File: src/rtl/jt1943_prom_loader.sv
// Colour-mixer PROM programming port: picks the 1 KiB PROM window out of the ROM download
// stream and writes each nibble to 12A/13A/14A/12C through a SETUP/STROBE/HOLD sequence.
module jt1943_prom_loader #(
  parameter int             AW        = 22,
  parameter logic [AW-1:0]  PROM_BASE = '0
) (
  input  logic          clk,
  input  logic          rst_n,
  input  logic          downloading,
  input  logic [AW-1:0] dl_addr,
  input  logic [7:0]    dl_data,
  input  logic          dl_valid,
  output logic          dl_ready,
  output logic [7:0]    prog_addr,
  output logic [3:0]    prom_din,
  output logic          prom_12a_we,
  output logic          prom_13a_we,
  output logic          prom_14a_we,
  output logic          prom_12c_we,
  output logic          prom_done
);

  typedef enum logic [1:0] {S_IDLE, S_SETUP, S_STROBE, S_HOLD} state_t;

  state_t        state_q;
  logic          idle_q;
  logic          dl_q;
  logic          clr_pend_q;
  logic [1:0]    sel_q;
  logic [3:0]    we_q;
  logic [10:0]   cnt_q;
  logic          done_q;
  logic [7:0]    addr_q;
  logic [3:0]    din_q;

  logic [AW-1:0] off;
  logic          in_win;
  logic          accept;
  logic          rise;
  logic [10:0]   cnt_d;
  logic          unused_hi;

  // Wrap-around subtraction plus the compare rejects addresses below the base as well.
  assign off       = dl_addr - PROM_BASE;
  assign in_win    = (dl_addr >= PROM_BASE) && (off[AW-1:10] == '0);
  assign dl_ready  = idle_q & downloading;
  assign accept    = dl_valid & dl_ready;
  assign rise      = downloading & ~dl_q;
  assign cnt_d     = (cnt_q == 11'd1024) ? cnt_q : cnt_q + 11'd1;
  assign unused_hi = ^dl_data[7:4];

  assign prog_addr   = addr_q;
  assign prom_din    = din_q;
  assign prom_12a_we = we_q[0];
  assign prom_13a_we = we_q[1];
  assign prom_14a_we = we_q[2];
  assign prom_12c_we = we_q[3];
  assign prom_done   = done_q;

  always_ff @(posedge clk or negedge rst_n) begin
    if (!rst_n) begin
      state_q    <= S_IDLE;
      idle_q     <= 1'b0;
      dl_q       <= 1'b0;
      clr_pend_q <= 1'b0;
      sel_q      <= 2'd0;
      we_q       <= 4'd0;
      cnt_q      <= 11'd0;
      done_q     <= 1'b0;
      addr_q     <= 8'd0;
      din_q      <= 4'd0;
    end else begin
      dl_q <= downloading;
      case (state_q)
        S_IDLE: begin
          if (rise) begin
            cnt_q  <= 11'd0;
            done_q <= 1'b0;
          end
          if (accept && in_win) begin
            state_q <= S_SETUP;
            idle_q  <= 1'b0;
            sel_q   <= off[9:8];
            addr_q  <= off[7:0];
            din_q   <= dl_data[3:0];
          end else begin
            idle_q <= 1'b1;
          end
        end
        S_SETUP: begin
          we_q    <= 4'b0001 << sel_q;
          state_q <= S_STROBE;
          if (rise) clr_pend_q <= 1'b1;
        end
        S_STROBE: begin
          we_q    <= 4'd0;
          state_q <= S_HOLD;
          if (rise) clr_pend_q <= 1'b1;
        end
        S_HOLD: begin
          state_q <= S_IDLE;
          idle_q  <= 1'b1;
          // A session that started mid-write wipes the count instead of including this write.
          if (rise || clr_pend_q) begin
            cnt_q      <= 11'd0;
            done_q     <= 1'b0;
            clr_pend_q <= 1'b0;
          end else begin
            cnt_q  <= cnt_d;
            done_q <= (cnt_d == 11'd1024);
          end
        end
        default: state_q <= S_IDLE;
      endcase
    end
  end

endmodule

File: config.mk
export PLATFORM = sky130hd
export DESIGN_NAME = jt1943_prom_loader
export DESIGN_NICKNAME = d
export VERILOG_FILES = /design/src/rtl/jt1943_prom_loader.sv
export SDC_FILE = /design/constraint.sdc
export NUM_CORES = 1
export LEC_CHECK = 0
export ABC_AREA = 0
export CORE_ASPECT_RATIO = 2
export CORE_MARGIN = 3
export CORE_UTILIZATION = 45
export DETAILED_ROUTE_END_ITERATION = 10
export GPL_TIMING_DRIVEN = 1
export PLACE_DENSITY_LB_ADDON = 0.3
export SKIP_LAST_GASP = 1
export SLEW_MARGIN = 10
export SYNTH_ARGS = -nofsm -noshare
export SYNTH_HDL_FRONTEND = slang
export SYNTH_SLANG_ARGS = --single-unit
File: constraint.sdc
create_clock -name clk -period 2.5 [get_ports clk]
set_clock_uncertainty 0.15 [all_clocks]
set_input_delay 0.25 -clock clk [delete_from_list [all_inputs] [get_ports clk]]
set_output_delay 0.25 -clock clk [all_outputs]
set_load 0.01 [all_outputs]
# After elaboration in Yosys (flattened, before gate mapping)
# Index checks and enable logic that the tools add are counted.
[word_totals]
elab_cells = 53
out_inout_bits = 18
inputBits = 34
register_bits = 35
[classes]
eq_ne = 9
shifts = 1
n_reduce_logical = 12
n_addsub = 1
n_mux = 15
magnitude_cmp = 1
bitwise_logic = 4
[ops]
columns = ["operator", "n"]
rows = [
  ["11-bit two-way mux", 3],
  ["11-bit equality test, second input constant", 2],
  ["22-bit by 1-bit greater-or-equal comparator with 1-bit output, second input constant", 1],
  ["11-bit case mux with 2 select lines", 1],
  ["12-bit zero test", 1],
  ["11-bit by 1-bit adder with 11-bit output, second input constant", 1],
  ["2-bit case mux with 4 select lines", 1],
  ["4-bit case mux with 2 select lines", 1],
  ["2-bit != test, second input constant", 3],
  ["1-bit case mux with 2 select lines", 3],
  ["2-bit nonzero test", 3],
  ["1-bit two-way mux", 5],
  ["2-bit equality test, second input constant", 2],
  ["2-bit AND reduction", 2],
  ["1-bit by 2-bit << shifter with 4-bit output, first input constant", 1],
  ["1-bit bitwise AND", 3],
  ["3-bit AND reduction", 1],
  ["2-bit by 1-bit equality test with 1-bit output, second input constant", 1],
  ["1-bit logical AND", 2],
  ["2-bit zero test", 1],
  ["2-bit two-way mux", 1],
  ["2-bit by 1-bit != test with 1-bit output, second input constant", 1],
  ["2-bit OR reduction", 1],
  ["1-bit logical OR", 1],
  ["1-bit NOT", 1],
]

# Longest topological paths before layout
[logic_depth]
word_depth = 5
depth_mapped = 7
depth_no_buf = 7

# Worst setup path before layout
# No wires, ideal clock.
[synth_path]
path_kind = "input-to-reg"
start = "in dl_addr[10]"
end = "reg addr_q[0], in the netlist prog_addr[0]"
stages = 7
required_ns = 2.225
n_path_buf = 2
arrival_ns = 1.855
setup_ns = 0.125
slack_ns = 0.370
path_cell_list = "or4_1 -> nor4_2 -> nand4_1 -> or2_1 -> buf_6 -> buf_12 -> mux2_4"
[synth_between]
elab_chain_cells = 4
elab_cells_between_ends = 5
classes_between = "1 x order compare; 4 x reduce/logical"
[synth_rtl]
columns = ["item", "line_no", "text"]
rows = [
  ["start: declaration", "10", "input logic [AW-1:0] dl_addr,"],
  ["22-bit by 1-bit greater-or-equal comparator with 1-bit output or 12-bit zero test (tied branches)", "45", "assign in_win = (dl_addr >= PROM_BASE) && (off[AW-1:10] == '0);"],
  ["1-bit logical AND *", "45", ""],
  ["1-bit logical AND *", "80", "if (accept && in_win) begin"],
  ["2-bit AND reduction (no source line) *", "-", ""],
  ["end signal: assignment", "84", "addr_q <= off[7:0];"],
  ["end: declaration", "33", "logic [7:0] addr_q;"],
]
# Mark *: on every way between the ends. The rest lies on a longest branch, timed or not.
# A chain may end at the register's enable or synchronous reset.

# Worst setup path in the final report
[layout_path]
start = "reg cnt_q[0]"
end = "reg done_q, in the netlist prom_done"
[layout_between]
elab_chain_cells = 5
elab_cells_between_ends = 6
classes_between = "1 x add/sub; 2 x eq/ne; 3 x mux"
[layout_rtl]
columns = ["item", "line_no", "text"]
rows = [
  ["start: declaration", "31", "logic [10:0] cnt_q;"],
  ["start signal: assignment", "109", "cnt_q <= cnt_d;"],
  ["11-bit by 1-bit adder with 11-bit output or 11-bit equality test (tied branches)", "49", "assign cnt_d = (cnt_q == 11'd1024) ? cnt_q : cnt_q + 11'd1;"],
  ["11-bit two-way mux *", "49", ""],
  ["11-bit equality test *", "110", "done_q <= (cnt_d == 11'd1024);"],
  ["1-bit two-way mux *", "104", "if (rise || clr_pend_q) begin"],
  ["1-bit case mux with 2 select lines *", "74", "case (state_q)"],
  ["end signal: assignment", "110", ""],
  ["end: declaration", "32", "logic done_q;"],
]
# Marked as above.

==> results.md <==
- Predominant post-synthesis flop cell: dfrtp_1
- Fin crit share: 0.894
- CTS Root Cell: clkbuf_8
- Crit Path Max Fanout: 7
- GRT overflow: 0
- Initial antenna violation count: 0
- Final Non-Filler Cells: around 280
- Largest area contributor in the netlist: dfrtp_1
- Post_cts resized: 0
- Unique cell type count in the Yosys netlist: 43
- CP startpoint kind: flop
- Fraction of registers with async set or reset after synthesis: 1.00
- Initial Util: 0.472
- First-pass GRT wire length: around 7.0 mm
- Peak supply drop: 489 uV
- Via Count: approximately 1,500
- Gpl congestion: 0.874
- Worst setup margin: 266 ps
- Vias per cell: 5.31
- Reg clk slew, reported paths: 70 ps
- Mapped Nets: 210
- Worst-Margin Slew: between 500 and 600 ps
- RSZ-0062 raised after global routing: false
- Run status: finished clean
- Hold Path Class: in2async
- Vias in the first global route: 1,487
- Post-synth EDFFs: 0
- Multi-input combinational cell area: 883 sq um
- Die Footprint: about 0.005 sq mm
- Endpoints failing hold: 0
- Most frequent cell after synthesis: dfrtp_1
- IO Port Bufs: 47
- Synth cell count leaders: 35 x dfrtp_1, 15 x o21ai_0, 11 x inv_1
- Placed insts: 267
- Fillcell total: 341
- Avg Cell Area, Syn: 10.9 sq um
- Share of cells above drive strength 1: 0.147
- Fin crit period: roughly 2200 ps
- Post-Syn Area: 0.00185 sq mm
- Crit path kind: reg2reg
- Die span in y: 96.7 um
- I/O pins: 52
- Clk_lat worst skew: 280 ps
- Iter 0 DRT Violations: 37
- Final WL: roughly 4.2 mm
- Reg area: 876 sq um
- CTS Sinks: 35
- Peak Freq: 448 MHz
- Setup_tns: 0 ps
- Die width: 51.3 um
- # DRC: 0
- Flops & latches, synth: 35
- Setup violators final: 0
- Area growth, synth to finish: 35.6%
- Number of antenna diodes: 0
- Syn. warnings: 0
- Core area: 0.00392 sq mm
- H-Tree Depth: 2
- Pwr dens: between 600 and 700 mW/mm^2
- Leakage power: 1.13 nW
- Top cell type's share of synthesized area: 0.473
- Max cap viols: 0
- Critical Path AT: approximately 2300 ps
- CTS Buf Count: 5
- Drt pass-1 iters: 4
- Largest net degree at the start of global routing: 36
- Worst slack at placement: -38.3 ps
- Rows: 32
- Crit path launch: cnt_q[0]
- Post-CTS Hold Buffers: 0
- # nets final: 263
- Overall Power: 0.00163 W
- Max-slew headroom at the worst pin: 0.634
- Post-CTS setup buffers: 0
- CP Data Required Time: 2570 ps
- Crit. End Element: flop
- TritonCTS clock tree: done
- Total Routing Usage GR: 0.186
- Ranking of synthesized cells by area: dfrtp_1 47%, mux2_4 8.1%, ha_1 4.1%
- Clock Tree Buf Depth: 2
- Pins over their slew limit: 0
- Post-DP HPWL: 3.19 mm
- Post-Synthesis Cells: 170
- Critical R2R Launch: cnt_q[0]
- Seq/Total Area, Yosys: 0.473
- Routed wire length per instance: 15.2 um
- Post-DRT Antenna Nets: 0
[cell families after synthesis]
| kind of cell | synth area share |
|---|---|
| muxes | 0.128 |
| DFF | 0.473 |
| AOI/OAI and AO/OA | 0.113 |
| adders and majority gates | 0.0406 |
| xor gates and xnor gates | 0.0331 |
| and+or+nand+nor | 0.162 |
| buffers and inverters | 0.0494 |
[worst paths after layout]
| path | endpoint | slack [ps] | cells past startpoint |
|---|---|---|---|
| max | prom_done | 270 | 6 |
| min | cnt_q[8] | 220 | 2 |
| max reg2reg | prom_done | 270 | 6 |
| min reg2reg | prom_done | 360 | 1 |
| max in group asynchronous | prom_din[0] | 1660 | 2 |
| min in group clk | dl_q | 330 | 1 |
[critical path: stages, from the launching register on]
cell and delay (ps):
dfrtp_1 380, ha_1 280, and3_1 330, nand2_1 80, a2111oi_0 510, and4_1 280
a32o_1 160
[per-layer routing]
| layer | global-route usage | up-vias | wire (um) |
|---|---|---|---|
| met5 | 0 | - | 0 |
| met4 | 0.0687 | 0 | 79 |
| met3 | 0.0401 | 8 | 106 |
| met2 | 0.348 | 25 | 2530 |
| met1 | 0.191 | 712 | 1470 |
| li1 | - | 716 | - |
[state kept, by name, summed over array words and instances (netlist names)]
signal      count
cnt_q          11
prog_addr       8
prom_din        4
we_q            4
sel_q           2
state_q         2
clr_pend_q      1
dl_q            1
idle_q          1
prom_done       1
[power breakdown]
group          total [W]  switching [W]  internal [W]
Clock           0.000527       0.000204      0.000323
Combinational   0.000461       0.000245      0.000216
Sequential      0.000643      0.0000329      0.000610
Total            0.00163       0.000482       0.00115
[layout make-up]
cell class | count | area share
multi-input combinational | 117 | 0.352
sequential | 35 | 0.349
timing repair buffer | 53 | 0.210
clock buffer | 6 | 0.0329
tap | 51 | 0.0254
inverter | 11 | 0.0165
clock inverter | 2 | 0.0140
[cells in the final DEF, fill, tap and decap left out, types with 5 or more instances in the layout]
| cell | Yosys | final |
|---|---|---|
| ha_1 | 6 | 6 |
| clkbuf_8 | 0 | 6 |
| dfrtp_1 | 35 | 35 |
| nor2_1 | 10 | 10 |
| nand2_1 | 9 | 9 |
| clkdlybuf4s50_1 | 0 | 47 |
| o21ai_0 | 15 | 15 |
| buf_4 | 0 | 5 |
| mux2_2 | 6 | 6 |
| a21oi_1 | 7 | 7 |
| inv_1 | 11 | 11 |
| mux2_4 | 10 | 10 |
[stage by stage]
step / hold slack [ps] / cell area, sq um / utilization
floorplan: -196 / 1850 / -
global placement: 336 / 2390 / 0.610
detailed placement: 347 / 2390 / 0.610
CTS: 240 / 2510 / 0.640
global route: 250 / 2510 / 0.640
finish: 219 / 2510 / 0.640
Note: power is estimated with default switching activity, not from simulation.
